==> src/rtl/atm_txn_ctrl.sv <==
// ---------------------------------------------------------------------------
// atm_txn_ctrl
//
// Transaction sequencer for the 16 x 32-bit account register file. It accepts
// one request at a time (query / deposit / withdraw), reads the account and
// checks funds and overflow. On success it writes the new balance back. It
// always returns a balance and a status code on the response channel. This
// block is the only master of the register file.
//
// Ports:
//   clk, rst                  system clock, asynchronous active-high reset
//   req_valid/req_ready       request handshake
//   req_op                    00 query, 01 deposit, 10 withdraw, 11 reserved
//   req_acct, req_amt         account index and unsigned amount
//   resp_valid/resp_ready     response handshake
//   resp_balance, resp_err    resulting balance; 00 ok, 01 funds, 10 overflow,
//                             11 limit exceeded or bad op
//   rf_en, rf_sel, rf_wdata   register file write enable / select / data
//   rf_rdata                  register file read data (one cycle after select)
//   txn_count                 committed writes, saturating
//
// Optional feature macro: ATM_TXN_LIMIT_EN enables the per-transaction
// withdraw limit WD_LIMIT. When it is undefined, WD_LIMIT is unused.
// ---------------------------------------------------------------------------
module atm_txn_ctrl #(
   parameter int                DATA_W   = 32,
   parameter int                ADDR_W   = 4,
   parameter logic [DATA_W-1:0] WD_LIMIT = DATA_W'(500)
) (
   input  logic              clk,
   input  logic              rst,
   input  logic              req_valid,
   output logic              req_ready,
   input  logic [1:0]        req_op,
   input  logic [ADDR_W-1:0] req_acct,
   input  logic [DATA_W-1:0] req_amt,
   output logic              resp_valid,
   input  logic              resp_ready,
   output logic [DATA_W-1:0] resp_balance,
   output logic [1:0]        resp_err,
   output logic              rf_en,
   output logic [ADDR_W-1:0] rf_sel,
   output logic [DATA_W-1:0] rf_wdata,
   input  logic [DATA_W-1:0] rf_rdata,
   output logic [15:0]       txn_count
);

   // state  | meaning
   // IDLE   | waiting for a request, req_ready high
   // RD     | account selected on rf_sel, read in flight
   // CALC   | old balance on rf_rdata, checks evaluated
   // WR     | rf_en high, new balance written
   // RESP   | response held until resp_ready
   typedef enum logic [2:0] {S_IDLE, S_RD, S_CALC, S_WR, S_RESP} state_t;

   localparam logic [1:0] OP_QRY = 2'b00;
   localparam logic [1:0] OP_DEP = 2'b01;
   localparam logic [1:0] OP_WD  = 2'b10;
   localparam logic [1:0] OP_BAD = 2'b11;

   localparam logic [1:0] ERR_OK    = 2'b00;
   localparam logic [1:0] ERR_FUNDS = 2'b01;
   localparam logic [1:0] ERR_OVF   = 2'b10;
   localparam logic [1:0] ERR_LIMIT = 2'b11;

   state_t              state_q;
   logic [1:0]          op_q;
   logic [DATA_W-1:0]   amt_q;
   logic                req_ready_q;
   logic                resp_valid_q;
   logic [DATA_W-1:0]   resp_balance_q;
   logic [1:0]          resp_err_q;
   logic                rf_en_q;
   logic [ADDR_W-1:0]   rf_sel_q;
   logic [DATA_W-1:0]   rf_wdata_q;
   logic [15:0]         txn_count_q;

   logic [DATA_W:0]     sum_d;
   logic [DATA_W-1:0]   diff_d;
   logic                over_limit_d;

   // The extra sum bit is the carry out used for overflow detection.
   always_comb begin
      sum_d  = {1'b0, rf_rdata} + {1'b0, amt_q};
      diff_d = rf_rdata - amt_q;
   end

`ifdef ATM_TXN_LIMIT_EN
   assign over_limit_d = (amt_q > WD_LIMIT);
`else
   assign over_limit_d = 1'b0;
   logic wd_limit_unused;
   assign wd_limit_unused = ^WD_LIMIT;
`endif

   always_ff @(posedge clk or posedge rst) begin
      if (rst) begin
         state_q        <= S_IDLE;
         op_q           <= OP_QRY;
         amt_q          <= '0;
         req_ready_q    <= 1'b0;
         resp_valid_q   <= 1'b0;
         resp_balance_q <= '0;
         resp_err_q     <= ERR_OK;
         rf_en_q        <= 1'b0;
         rf_sel_q       <= '0;
         rf_wdata_q     <= '0;
         txn_count_q    <= '0;
      end else begin
         case (state_q)
            S_IDLE: begin
               // req_ready comes up one cycle after reset release
               if (req_valid && req_ready_q) begin
                  op_q        <= req_op;
                  amt_q       <= req_amt;
                  rf_sel_q    <= req_acct;
                  req_ready_q <= 1'b0;
                  state_q     <= S_RD;
               end else begin
                  req_ready_q <= 1'b1;
               end
            end
            S_RD: begin
               state_q <= S_CALC;
            end
            S_CALC: begin
               resp_balance_q <= rf_rdata;
               if (op_q == OP_BAD || (op_q == OP_WD && over_limit_d)) begin
                  resp_err_q   <= ERR_LIMIT;
                  resp_valid_q <= 1'b1;
                  state_q      <= S_RESP;
               end else if (op_q == OP_WD && amt_q > rf_rdata) begin
                  resp_err_q   <= ERR_FUNDS;
                  resp_valid_q <= 1'b1;
                  state_q      <= S_RESP;
               end else if (op_q == OP_DEP && sum_d[DATA_W]) begin
                  resp_err_q   <= ERR_OVF;
                  resp_valid_q <= 1'b1;
                  state_q      <= S_RESP;
               end else if (op_q == OP_QRY) begin
                  resp_err_q   <= ERR_OK;
                  resp_valid_q <= 1'b1;
                  state_q      <= S_RESP;
               end else begin
                  rf_en_q    <= 1'b1;
                  rf_wdata_q <= (op_q == OP_DEP) ? sum_d[DATA_W-1:0] : diff_d;
                  state_q    <= S_WR;
               end
            end
            S_WR: begin
               rf_en_q        <= 1'b0;
               resp_balance_q <= rf_wdata_q;
               resp_err_q     <= ERR_OK;
               resp_valid_q   <= 1'b1;
               if (txn_count_q != 16'hFFFF)
                  txn_count_q <= txn_count_q + 16'd1;
               state_q        <= S_RESP;
            end
            S_RESP: begin
               if (resp_ready) begin
                  resp_valid_q <= 1'b0;
                  req_ready_q  <= 1'b1;
                  state_q      <= S_IDLE;
               end
            end
            default: begin
               state_q <= S_IDLE;
            end
         endcase
      end
   end

   assign req_ready    = req_ready_q;
   assign resp_valid   = resp_valid_q;
   assign resp_balance = resp_balance_q;
   assign resp_err     = resp_err_q;
   assign rf_en        = rf_en_q;
   assign rf_sel       = rf_sel_q;
   assign rf_wdata     = rf_wdata_q;
   assign txn_count    = txn_count_q;

endmodule

==> config.mk <==
export PLATFORM = sky130hd
export DESIGN_NAME = atm_txn_ctrl
export DESIGN_NICKNAME = d
export VERILOG_FILES = /design/src/rtl/atm_txn_ctrl.sv
export SDC_FILE = /design/constraint.sdc
export NUM_CORES = 1
export LEC_CHECK = 0
export ABC_AREA = 1
export CORE_MARGIN = 2
export CORE_UTILIZATION = 55
export DETAILED_ROUTE_END_ITERATION = 8
export PLACE_DENSITY = 0.82
export SLEW_MARGIN = 20
export SYNTH_ARGS = -nofsm -noshare
export SYNTH_HDL_FRONTEND = slang
export SYNTH_SLANG_ARGS = --single-unit
==> constraint.sdc <==
create_clock -name clk -period 4.8 [get_ports clk]
set_input_delay 0.48 -clock clk [delete_from_list [all_inputs] [get_ports clk]]
set_output_delay 0.48 -clock clk [all_outputs]
set_load 0.05 [all_outputs]
## Word-level counts from Yosys, hierarchy flattened

Cells that the tools add are included.
Widths: inputs -> output; s select.

| storage, ports and cells | value |
|---|---|
| bits in registers | 126 |
| input port bits | 74 |
| output and inout bits | 89 |
| word-level logic and storage cells | 78 |

| cells by class | value |
|---|---|
| add/subtract/negate cells | 3 |
| order comparisons | 1 |
| equal/unequal tests | 15 |
| mux-type cells | 28 |
| bitwise operators | 4 |
| reductions and logical operators | 16 |

Operator list:

| operator | count |
|---|---|
| $pmux 32 s2 | 1 |
| $add 32x32->33 | 1 |
| $gt 32x32->1 | 1 |
| $mux 32 | 1 |
| $sub 32x32->32 | 1 |
| $mux 3 | 6 |
| $add 16x1->16 const B | 1 |
| $ne 16x16->1 const B | 1 |
| $pmux 3 s5 | 1 |
| $ne 2x2->1 const B | 6 |
| $mux 1 | 11 |
| $reduce_and 2->1 | 5 |
| $reduce_and 5->1 | 2 |
| $mux 2 | 4 |
| $eq 3x2->1 const B | 2 |
| $ne 5x5->1 const B | 1 |
| $eq 2x2->1 const B | 2 |
| $not 1->1 | 4 |
| $pmux 1 s2 | 2 |
| $pmux 2 s2 | 1 |
| $reduce_bool 2->1 | 2 |
| $eq 3x1->1 const B | 1 |
| $eq 3x3->1 const B | 1 |
| $logic_and 1x1->1 | 3 |
| other kinds (6) | 6 |

## Depth between registers and ports, before layout

| logic depth | value |
|---|---|
| depth in word-level cells | 6 |
| gate-level depth with buffers | 20 |
| mapped depth without buffers | 18 |

## Least setup slack after synthesis

No wires, ideal clock.

| path | value |
|---|---|
| path kind | in2reg |
| start point | input rf_rdata[0] |
| end point | register rf_wdata_q[1] (netlist: rf_wdata[1]) |
| library setup time | 123 ps |
| arrival time | 2267 ps |
| path slack | 2410 ps |
| stages on the path | 18 |
| buffers on the path | 1 |
| cells stage by stage | inv_1 ha_1 fa_1 inv_1 nand3_1 nand3_1 nand2_1 nand2_2 nand2_1 nand2_1 nand2_1 nand2_2 nand2_2 nor2_4 nand2_8 buf_6 nand2_1 o21ai_2 |

| on the way | value |
|---|---|
| word-level cells in the longest chain between the ends | 4 |
| elaborated cells between the ends (all ways) | 9 |
| classes of those cells | add/sub: 2; order compare: 1; mux: 1; bitwise: 2; reduce/logical: 3 |

Ends and longest elaborated chain:

| what | RTL line | RTL |
|---|---|---|
| from (decl) | 44 | `input logic [DATA_W-1:0] rf_rdata,` |
| $add 32x32->33 or $gt 32x32->1 (tied branches) | 84, 132 |  |
| $logic_and 1x1->1 (on tied branches) | 136, 132 |  |
| $not 1->1 (no source line) | -- |  |
| $reduce_and 5->1 (no source line) | -- |  |
| to (signal assigned) | 146 | `rf_wdata_q <= (op_q == OP_DEP) ? sum_d[DATA_W-1:0] : diff_d;` |
| to (decl) | 75 | `logic [DATA_W-1:0] rf_wdata_q;` |

Parallel ways exist; a longest one is shown, timed or not.
A chain may end at the register's enable or synchronous reset.

## Worst setup path in the final report

| path | value |
|---|---|
| start point | input rf_rdata[0] |
| end point | register rf_wdata_q[17] (netlist: rf_wdata[17]) |

Same word-level chain as after synthesis.

==> results by group <==
Placed design
  • Gpl congestion: between 0.9 and 1
  • Hpwl dp: 25,400 um
  • PortBufs: around 160
  • Placed cell count: 1,912

Floorplanning
  • I/O pin count: approximately 160
  • Core ar.: 0.0180 mm^2
  • Die span in y: ~140 um
  • Die Area: 0.0194 mm^2
  • Starting density of the core: 56.0%
  • Die width: between 100 and 150 um
  • Rows: 49

Power
  • Leak pwr: 0.00651 uW
  • Pwr/cell area: between 700 and 800 mW/mm^2
  • Worst IR drop on VDD: 0.000494 V

Logic synthesis
  • Synth cell types: 42
  • Number of synthesis warnings: 0
  • Post-synth net total: roughly 1,700
  • Post-Syn Area: between 0.01 and 0.015 mm^2
  • Main synth FF type: dfrtp_1
  • EDFF count, synth: 0
  • Seq/Total Area, Yosys: a little under a third
  • FF+latch count, synth: 126
  • Async SR Flop Fraction: 100%
  • Post-synthesis average cell area: around 6.4 um^2
  • Mapped Cells: between 1,500 and 2,000

Routing
  • Wire length per cell: between 15 and 20 um
  • Starting DRC count in detailed routing: ~880
  • Total via count in the routed design: about 10,000
  • Vias per cell: between 5 and 6
  • # DRC: 0
  • First-pass DRT Iterations: 5
  • Final ANT Viol Nets: 0
  • Total routed wirelength: around 33,000 um

Setup path
  • CP max-delay cell: clkdlybuf4s50_1
  • Arrival time at the worst endpoint: about 3.4 ns
  • Req. time, crit path: slightly above 5 ns
  • Slowest cell delay on critical path: ~0.50 ns
  • Setup crit end kind: register
  • Setup CP Type: input port to register
  • Startpoint Class: input port
  • Crit-path most repeated cell: nand2_1
  • Crit path max fanout: 53
  • Worst-path cell chain: clkdlybuf4s50_1 > inv_1 > ha_1 > fa_1 > inv_1 > nand3_1 > nand3_1 > nand2_1 > nand2_2 > nand2_1 > nand2_1 > nand2_1 > nand2_2 > nand2_2 > nor2_4 > nand2_8 > inv_6 > nand2_1 > nand2_1

STA
  • Rel. slew slack: between 30% and 40%
  • RSZ-0062 raised after global routing: no
  • Max Slew Vio Count: 0
  • Fin Hold WS: 0.495 ns
  • Fmax: 327 MHz
  • Clock Skew: around 0.016 ns
  • Setup TNS Final: 0 ns
  • Minimum clock period: about 3.1 ns
  • Actual slew at the worst max-slew pin: between 1 and 1.5 ns
  • # setup viols final: 0
  • Final period util: about 64%
  • Final Hold Viols: 0

Global route
  • Largest net degree at the start of global routing: 127
  • GRT Total Usage: 34.0%
  • Gr ovfl total: 0
  • First-pass GRT wire length: between 50,000 and 60,000 um
  • Antenna violations before repair: 0
  • Vias in the first global route: 10,100

Clocking
  • CTS tree: yes
  • Reg clk slew, reported paths: roughly 0.07 ns
  • Clk sinks: about 130
  • Clock Tree Buf Depth: 2
  • Post-CTS setup buffers: 0
  • Resize count post-CTS: 0
  • Worst skew pair latency: 0.44 ns
  • Hold buffer count at cts: 0
  • CTS buffer count: 17
  • H-tree depth: 4
  • CTS root buffer: clkbuf_16

Layout
  • Share of post-route cells with drive strength above 1: under 10%
  • N_diodes: 0
  • Finished Layout Cells: 1,944
  • Area Growth Syn to Fin: 22.8%
  • Final net count: between 1,500 and 2,000
  • # fillers: 1,554

Min path
  • HP Class: register to register

Run
  • Max Cap Violations: 0

Run status
  • Status: finished, final reports clean
==> critical path: cells and delay by family <==
family	cells	cell delay [ns]
adders and majority gates	2	0.59
buffers and inverters	4	0.98
and+or+nand+nor	13	1.36
==> cell usage after synthesis, types with 7 or more instances <==
cell | instances | area share, %
nand2_1 | 610 | 23
inv_1 | 230 | 8.6
dfrtp_1 | 126 | 31
nor2_1 | 115 | 4.3
nand3_1 | 108 | 5.4
o21ai_0 | 69 | 3.4
ha_1 | 65 | 8.1
a21oi_1 | 49 | 2.4
xor2_1 | 22 | 1.9
clkbuf_1 | 17 | 0.63
buf_2 | 16 | 0.80
nor3_1 | 16 | 0.80
o21ai_2 | 14 | 1.2
nand4_1 | 13 | 0.81
o21bai_1 | 11 | 0.82
nand2_2 | 10 | 0.62
xnor2_1 | 10 | 0.87
buf_4 | 7 | 0.52
==> worst paths after layout <==
check	cells after the start	startpoint	slack, ns	endpoint
worst max-delay path	19	rf_rdata[0]	1.74	rf_wdata[17]
max in group asynchronous	3	rst	3.62	rf_wdata[8]
worst min-delay path	2	resp_balance[7]	0.50	resp_balance[7]
min in group asynchronous	3	rst	0.53	amt_q[7]
worst min register to register	2	resp_balance[7]	0.50	resp_balance[7]
worst max register to register	17	amt_q[0]	1.91	rf_wdata[17]
==> layout by cell type (no fill, tap or decap), types with 2 or more instances in the layout <==
master and count:
nand2_2 10, o211ai_1 2, nor2_2 6, ha_1 65, clkinv_8 4, dfrtp_1 126, inv_1 229, a21oi_1 49
clkbuf_16 17, fa_1 2, xor2_1 22, mux2_2 6, nor3_1 16, o21ai_1 2, nand3b_1 2, nor2_4 5
buf_4 5, clkinv_1 2, inv_6 4, clkdlybuf4s50_1 162, o21ai_0 69, clkinv_4 3, xnor2_1 10, o21bai_1 11
inv_8 4, o21ai_2 14, nand2_1 610, nor4_1 2, a21oi_2 4, nand3_1 108, nand4_1 13, nor2_1 113
inv_2 6
==> metal layers <==
layer / routed length (um) / global-route usage, % / part of all wire (%)
met1: 14300 / 45.9 / 43
met2: 15600 / 56.3 / 47
met3: 2260 / 5.16 / 6.8
met4: 896 / 11.0 / 2.7
met5: 0 / 0 / 0
==> metrics by stage <==
stage	utilization [%]	area, um^2	setup WS (ns)	power, uW
2_1_floorplan	-	10100	0.964	6020
3_3_place_gp	65.5	11800	1.49	7680
3_5_place_dp	65.5	11800	1.34	7770
4_1_cts	68.8	12400	1.77	9130
5_1_grt	68.8	12400	1.43	9820
6_report	68.8	12400	1.74	9190
==> cells by family after synthesis <==
group	synth area share [%]
simple gates	36.1
buf+inv	11.8
xor+xnor	2.78
flops	31.3
mux	0.771
fa+ha+maj	8.48
compound gates	8.79
==> where the power goes <==
part	leakage [uW]	switching (uW)	internal (uW)	total, uW
sequential	0.00160	308	1500	1800
combinational	0.00463	4220	1840	6060
clock	0.000287	626	698	1320
total	0.00651	5150	4040	9190
==> sequential cells by signal (all words and copies together), names as in the netlist, 2 cells and up <==
signal	cells
resp_balance	32
rf_wdata	32
state_q	3
txn_count	16
rf_sel	4
resp_err	2
amt_q	32
op_q	2
==> area by class of cell <==
cell class	instances	area [um^2]	share of cell area, %
Sequential cell	126	3150	25.5
Timing Repair Buffer	168	1680	13.6
Clock buffer	17	425	3.44
Inverter	239	905	7.32
Clock inverter	15	170	1.38
Tap cell	229	287	2.32
Multi-Input combinational cell	1150	5740	46.5
(Power assumes the default switching activity.)
